### config.mk
export PLATFORM = sky130hd
export DESIGN_NAME = matrix_chunk_streamer_flat
export DESIGN_NICKNAME = d
export VERILOG_FILES = /design/src/rtl/matrix_chunk_streamer_if.sv /design/src/rtl/matrix_chunk_streamer.sv /design/src/flat_wrapper.sv
export SDC_FILE = /design/constraint.sdc
export NUM_CORES = 1
export LEC_CHECK = 0
export BUFFER_PORTS_ARGS = -buffer_cell sky130_fd_sc_hd__buf_2
export CAP_MARGIN = 20
export CORE_MARGIN = 3
export CORE_UTILIZATION = 58
export CTS_CLUSTER_DIAMETER = 60
export DETAILED_ROUTE_END_ITERATION = 6
export PLACE_DENSITY = 0.92
export SLEW_MARGIN = 20
export SYNTH_ARGS = -nofsm -noshare
export SYNTH_HDL_FRONTEND = slang
export SYNTH_SLANG_ARGS = --single-unit
### constraint.sdc
create_clock -name clk -period 6.8 [get_ports clk]
set_input_delay 0 -clock clk [delete_from_list [all_inputs] [get_ports clk]]
set_output_delay 0 -clock clk [all_outputs]
set_load 0.01 [all_outputs]
### src/rtl/matrix_chunk_streamer_if.sv
// Memory read port and chunk output stream of matrix_chunk_streamer.
// The streamer side uses master; the memory/consumer side uses slave.
interface matrix_chunk_streamer_if #(
    parameter int unsigned addr_width = 8,
    parameter int unsigned data_width = 8,
    parameter int unsigned chunk_size = 4
);
    logic                             mem_rd_en;
    logic [addr_width-1:0]            mem_rd_addr;
    logic [data_width-1:0]            mem_rd_data;
    logic [chunk_size*data_width-1:0] out_data;
    logic [addr_width-1:0]            out_addr;
    logic                             out_valid;
    logic                             out_ready;
    logic                             out_last;

    modport master (
        output mem_rd_en, mem_rd_addr, out_data, out_addr, out_valid, out_last,
        input  mem_rd_data, out_ready
    );

    modport slave (
        input  mem_rd_en, mem_rd_addr, out_data, out_addr, out_valid, out_last,
        output mem_rd_data, out_ready
    );
endinterface

### src/rtl/matrix_chunk_streamer.sv
// Walks a rows x cols pixel matrix (row- or column-major) and packs chunk_size consecutive
// pixels of the walk into one lane vector, handed downstream with valid/ready.
module matrix_chunk_streamer #(
    parameter int unsigned addr_width  = 8,
    parameter int unsigned data_width  = 8,
    parameter int unsigned chunk_size  = 4,
    parameter int unsigned rows        = 8,
    parameter int unsigned cols        = 8,
    parameter int unsigned mem_latency = 1
) (
    input  logic                    clk,
    input  logic                    rst,
    input  logic                    enable,
    input  logic                    start,
    input  logic                    col_major,
    input  logic [addr_width-1:0]   base_addr,
    output logic                    busy,
    output logic                    done,
    matrix_chunk_streamer_if.master bus
);
    localparam int unsigned NumChunks = rows * cols / chunk_size;
    localparam int unsigned CntW      = $clog2(chunk_size + 1);
    localparam int unsigned ChunkW    = $clog2(NumChunks + 1);
    localparam int unsigned RowW      = $clog2(rows + 1);
    localparam int unsigned ColW      = $clog2(cols + 1);

    typedef enum logic [2:0] {StIdle, StFetch, StWait, StPresent, StDone} state_e;
    state_e state_q, state_d;

    logic                                  col_major_q;
    logic [addr_width-1:0]                 base_q;
    logic [addr_width-1:0]                 chunk_addr_q;
    logic [addr_width-1:0]                 rd_addr;
    logic [RowW-1:0]                       row_q;
    logic [ColW-1:0]                       col_q;
    logic [CntW-1:0]                       iss_q;
    logic [CntW-1:0]                       cap_q;
    logic [ChunkW-1:0]                     chunk_q;
    logic [mem_latency-1:0]                pend_q;
    logic [chunk_size-1:0][data_width-1:0] lanes_q;
    logic                                  rd_en;
    logic                                  last_issue;
    logic                                  all_captured;
    logic                                  last_chunk;

    assign last_issue   = iss_q == CntW'(chunk_size - 1);
    assign all_captured = cap_q == CntW'(chunk_size);
    assign last_chunk   = chunk_q == ChunkW'(NumChunks - 1);
    assign rd_addr      = base_q + addr_width'(row_q) * addr_width'(cols) + addr_width'(col_q);

    always_ff @(posedge clk) begin
        if (!rst) begin
            state_q <= StIdle;
        end else begin
            state_q <= state_d;
        end
    end

    always_comb begin
        state_d = state_q;
        case (state_q)
            StIdle:    if (start) state_d = StFetch;
            StFetch:   if (enable && last_issue) state_d = StWait;
            StWait:    if (all_captured) state_d = StPresent;
            StPresent: if (bus.out_ready) state_d = last_chunk ? StDone : StFetch;
            StDone:    state_d = StIdle;
            default:   state_d = StIdle;
        endcase
    end

    always_comb begin
        rd_en         = 1'b0;
        bus.out_valid = 1'b0;
        bus.out_last  = 1'b0;
        done          = 1'b0;
        busy          = state_q != StIdle;
        case (state_q)
            StFetch:   rd_en = enable;
            StPresent: begin
                bus.out_valid = 1'b1;
                bus.out_last  = last_chunk;
            end
            StDone:    done = 1'b1;
            default:   ;
        endcase
    end

    assign bus.mem_rd_en   = rd_en;
    assign bus.mem_rd_addr = rd_en ? rd_addr : '0;
    assign bus.out_data    = lanes_q;
    assign bus.out_addr    = chunk_addr_q;

    always_ff @(posedge clk) begin
        if (!rst) begin
            col_major_q  <= 1'b0;
            base_q       <= '0;
            chunk_addr_q <= '0;
            row_q        <= '0;
            col_q        <= '0;
            iss_q        <= '0;
            cap_q        <= '0;
            chunk_q      <= '0;
            pend_q       <= '0;
            lanes_q      <= '0;
        end else begin
            // pend_q tracks which cycles issued a read; clearing it on reset drops reads in flight
            pend_q <= (pend_q << 1) | mem_latency'(rd_en);

            if (state_q == StWait && all_captured) begin
                cap_q <= '0;
            end else if (pend_q[mem_latency-1]) begin
                for (int i = 0; i < int'(chunk_size); i++) begin
                    if (cap_q == CntW'(i)) lanes_q[i] <= bus.mem_rd_data;
                end
                cap_q <= cap_q + 1'b1;
            end

            if (state_q == StIdle && start) begin
                base_q      <= base_addr;
                col_major_q <= col_major;
                chunk_q     <= '0;
                row_q       <= '0;
                col_q       <= '0;
                iss_q       <= '0;
            end

            if (rd_en) begin
                if (iss_q == '0) chunk_addr_q <= rd_addr;
                iss_q <= last_issue ? '0 : iss_q + 1'b1;
                if (col_major_q) begin
                    if (row_q == RowW'(rows - 1)) begin
                        row_q <= '0;
                        col_q <= col_q + 1'b1;
                    end else begin
                        row_q <= row_q + 1'b1;
                    end
                end else begin
                    if (col_q == ColW'(cols - 1)) begin
                        col_q <= '0;
                        row_q <= row_q + 1'b1;
                    end else begin
                        col_q <= col_q + 1'b1;
                    end
                end
            end

            if (bus.out_valid && bus.out_ready) chunk_q <= chunk_q + 1'b1;
        end
    end
endmodule

### src/flat_wrapper.sv
// flat-port wrapper written by rule: the top's interface ports become plain ports
module matrix_chunk_streamer_flat 
#(
    parameter int unsigned addr_width  = 8,
    parameter int unsigned data_width  = 8,
    parameter int unsigned chunk_size  = 4,
    parameter int unsigned rows        = 8,
    parameter int unsigned cols        = 8,
    parameter int unsigned mem_latency = 1
)
  (clk, rst, enable, start, col_major, base_addr, busy, done, bus_mem_rd_en, bus_mem_rd_addr, bus_out_data, bus_out_addr, bus_out_valid, bus_out_last, bus_mem_rd_data, bus_out_ready);
  matrix_chunk_streamer_if #(.addr_width(addr_width), .data_width(data_width), .chunk_size(chunk_size)) bus_i ();
  input  logic clk;
  input  logic rst;
  input  logic enable;
  input  logic start;
  input  logic col_major;
  input  logic [addr_width-1:0] base_addr;
  output logic busy;
  output logic done;
  output wire logic [$bits(bus_i.mem_rd_en)-1:0] bus_mem_rd_en;
  output wire logic [$bits(bus_i.mem_rd_addr)-1:0] bus_mem_rd_addr;
  output wire logic [$bits(bus_i.out_data)-1:0] bus_out_data;
  output wire logic [$bits(bus_i.out_addr)-1:0] bus_out_addr;
  output wire logic [$bits(bus_i.out_valid)-1:0] bus_out_valid;
  output wire logic [$bits(bus_i.out_last)-1:0] bus_out_last;
  input wire logic [$bits(bus_i.mem_rd_data)-1:0] bus_mem_rd_data;
  input wire logic [$bits(bus_i.out_ready)-1:0] bus_out_ready;
  assign bus_mem_rd_en = bus_i.mem_rd_en;
  assign bus_mem_rd_addr = bus_i.mem_rd_addr;
  assign bus_out_data = bus_i.out_data;
  assign bus_out_addr = bus_i.out_addr;
  assign bus_out_valid = bus_i.out_valid;
  assign bus_out_last = bus_i.out_last;
  assign bus_i.mem_rd_data = bus_mem_rd_data;
  assign bus_i.out_ready = bus_out_ready;
  matrix_chunk_streamer #(.addr_width(addr_width), .data_width(data_width), .chunk_size(chunk_size), .rows(rows), .cols(cols), .mem_latency(mem_latency)) u_core (.clk(clk), .rst(rst), .enable(enable), .start(start), .col_major(col_major), .base_addr(base_addr), .busy(busy), .done(done), .bus(bus_i));
endmodule
==> insert_results.sql <==
INSERT INTO impl_metrics (metric_group, metric, value, unit) VALUES
('synthesis', 'synth_seq_cells', '72', ''),
('synthesis', 'ys_warn_count', '0', ''),
('sta', 'clock_skew', '0.0136', 'ns'),
('sta', 'post-route-min-period', '3.02', 'ns'),
('sta', 'drv_slew', '0', ''),
('power', 'power.clock.fraction', '40.8', '%'),
('detailed_routing', 'ant_nets', '0', ''),
('floorplan', 'die_width', '83.2', 'um'),
('sta', 'worst_hold_slack', '0.0670', 'ns'),
('global_routing', 'first_pass_grt_wire_length', '14900', 'um'),
('global_routing', 'grt_overflow_total', '0', ''),
('worst_hold_path', 'hp-class', 'in -> reg', ''),
('global_routing', 'grt_usage', '26.5', '%'),
('power', 'switching_share', '26.0', '%'),
('sta', 'maxClockFrequency', '331', 'MHz'),
('sta', 'worst_tran_pin_value', '0.827', 'ns'),
('detailed_routing', 'routed_wire_length_per_instance', '15.8', 'um'),
('clocking', 'insertion_delay', '0.35', 'ns'),
('detailed_routing', 'drc', '0', ''),
('layout', 'finish.net_count', '537', ''),
('layout', 'layout_commonest_cell', 'buf_2', ''),
('floorplan', 'core-area', '5640', 'sq um'),
('critical_path', 'reg2reg_depth', '4', ''),
('power', 'seq_power_share', '50.4', '%'),
('floorplan', 'die_ar', '6920', 'sq um'),
('critical_path', 'timing.critical_path.fanout_max', '5', ''),
('critical_path', 'cp_data_arrival_time', '3.02', 'ns'),
('clocking', 'cts_tree', 'yes', ''),
('placement', 'dpl.hpwl', '6080', 'um'),
('layout', 'post_route_cells_drive_above_1_share', '20.6', '%'),
('clocking', 'cts_made_buffers', '9', ''),
('clocking', 'path_clk_slew', '0.08', 'ns'),
('synthesis', 'synth-edff-count', '0', ''),
('detailed_routing', 'detail_route.first_pass.iterations', '5', ''),
('power', 'cellInternalPower', '641', 'uW'),
('detailed_routing', 'drt-vias-per-instance', '5.83', ''),
('sta', 'grt_setup_unrepaired', 'false', ''),
('sta', 'count_of_final_hold_check_violations', '0', ''),
('synthesis', 'post_synth.cell_area_avg', '8.43', 'sq um'),
('power', 'total_switching_power', '226', 'uW'),
('synthesis', 'synth-xor-area-share', '1.27', '%'),
('synthesis', 'simple_logic_cell_fraction_of_the_synthesized_area', '23.3', '%'),
('synthesis', 'netlist_instances', '410', ''),
('synthesis', 'synth_flop_cell', 'dfxtp_1', ''),
('clocking', 'clock_tree.htree_level_count', '3', ''),
('placement', 'io_buffers', '74', ''),
('sta', 'total_negative_slack_for_setup_checks', '0', 'ns'),
('clocking', 'cts_root_buf', 'clkbuf_8', ''),
('synthesis', 'async_reset_ff_share', '0', '%'),
('synthesis', 'synth_compound_area_share', '14.9', '%'),
('sta', 'setup_violations', '0', ''),
('detailed_routing', 'route.final.wire_length', '8950', 'um'),
('job', 'drv_cap', '0', ''),
('floorplan', 'die_h', '83.2', 'um'),
('layout', 'n_antenna_cell', '0', ''),
('layout', 'flow.area_growth_from_synthesis', '22.2', '%'),
('outcome', 'status', 'completed', ''),
('detailed_routing', 'first_iter_violations', '188', ''),
('synthesis', 'syn_nets', '457', ''),
('power', 'worst_ir_drop_vdd', '0.172', 'mV'),
('sta', 'relSlewSlack', '44.7', '%'),
('worst_hold_path', 'hold_depth', '3', ''),
('floorplan', 'ios', '75', ''),
('global_routing', 'pin_count_of_the_biggest_net_entering_global_routing', '52', ''),
('critical_path', 'worst-endpoint-required', '6.80', 'ns'),
('critical_path', 'crit_path_end_kind', 'output port', ''),
('placement', 'globalplace.congestion', '0.854', ''),
('power', 'power.density', '205', 'nW/um^2'),
('critical_path', 'setup.worst_path.start_class', 'register', ''),
('global_routing', 'vias_in_the_first_global_route', '3253', ''),
('clocking', 'numClockSinks', '72', '');
==> synth_stat cells, drive strengths merged (4+ instances only) <==
| cell type | number | share of area, % |
|---|---|---|
| dfxtp | 72 | 42 |
| nand2 | 60 | 6.5 |
| a21oi | 48 | 7.3 |
| nand3 | 35 | 5.1 |
| nor2 | 32 | 3.5 |
| ha | 23 | 8.3 |
| inv | 21 | 2.3 |
| clkbuf | 14 | 1.5 |
| mux2i | 11 | 3.2 |
| buf | 10 | 1.4 |
| o21ai | 9 | 1.3 |
| nor3 | 8 | 1.2 |
| and2 | 5 | 0.91 |
| o31ai | 4 | 0.87 |
==> what timing repair did <==
action / CTS / global route
endpoints found under the hold margin: 40 / 0
setup buffers: 0 / 0
hold buffers: 17 / 0
==> per-stage QoR <==
stage	cell area (sq um)	setup WS, ns	std cells	utilization, %	power, uW
final	4220	3.78	567	74.8	867
after global routing	4220	3.66	567	74.8	898
after CTS	4210	3.81	567	74.7	866
after detailed placement	3840	4.18	534	68.0	513
after global placement	3840	4.24	534	68.0	511
after floorplan	3450	4.30	410	-	489
==> layer usage <==
metal / share of wire, % / vias up / GRT usage (%)
met2: 50 / 156 / 45.2
met5: 0 / - / 0
met3: 7.3 / 28 / 5.95
li1: - / 1578 / -
met4: 2.7 / 0 / 14.0
met1: 40 / 1544 / 30.9
==> critical path, stage by stage, from the launching register on <==
cell and delay, ns:
dfxtp_1 0.39, inv_1 0.08, fa_1 0.53, inv_1 0.04, ha_1 0.35, nor2b_4 0.16, o2111a_1 0.26, or4_4 0.53
a21oi_1 0.16, buf_2 0.17
==> logic make-up (layout without fill, tap and decap cells) <==
family	after synthesis	in the layout
and+or+nand+nor	166	166
AOI/OAI and AO/OA	83	83
DFF	72	72
buffers and inverters	45	130
adders and majority gates	25	25
muxes	14	14
xor gates and xnor gates	5	5
==> path summary, 6_finish.rpt <==
path / startpoint / end / slack, ns
setup / recovery: u_core.col_q[3] / bus_mem_rd_addr[7] / 3.78
hold / removal: rst / u_core.iss_q[2] / 0.07
setup reg to reg: u_core.state_q[1] / u_core.bus.out_addr[4] / 4.14
hold reg to reg: u_core.bus.out_data[21] / u_core.bus.out_data[21] / 0.45
==> registers in the layout, summed over array words and instances, names as in the netlist, 3 cells and up <==
name / flops
u_core.col_q: 4
u_core.bus.out_addr: 8
u_core.row_q: 4
u_core.cap_q: 3
u_core.chunk_q: 5
u_core.state_q: 3
u_core.iss_q: 3
u_core.bus.out_data: 32
u_core.base_q: 8
==> cell type report <==
cell class / count / area, sq um
Clock inverter: 6 / 67.6
Clock buffer: 10 / 138
Tap cell: 72 / 90.1
Timing Repair Buffer: 93 / 556
Sequential cell: 72 / 1440
Fill cell: 400 / 1420
Multi-Input combinational cell: 293 / 1850
Inverter: 21 / 78.8
==> power groups by stage <==
stage / combinational, uW / sequential, uW / clock, uW
after CTS: 75.1 / 436 / 355
final: 76.5 / 437 / 354
after global placement: 65.2 / 446 / 0
after detailed placement: 66.9 / 446 / 0
after floorplan: 43.5 / 445 / 0
after global routing: 83.8 / 438 / 376
No activity file was read; power rests on OpenSTA's default activity.
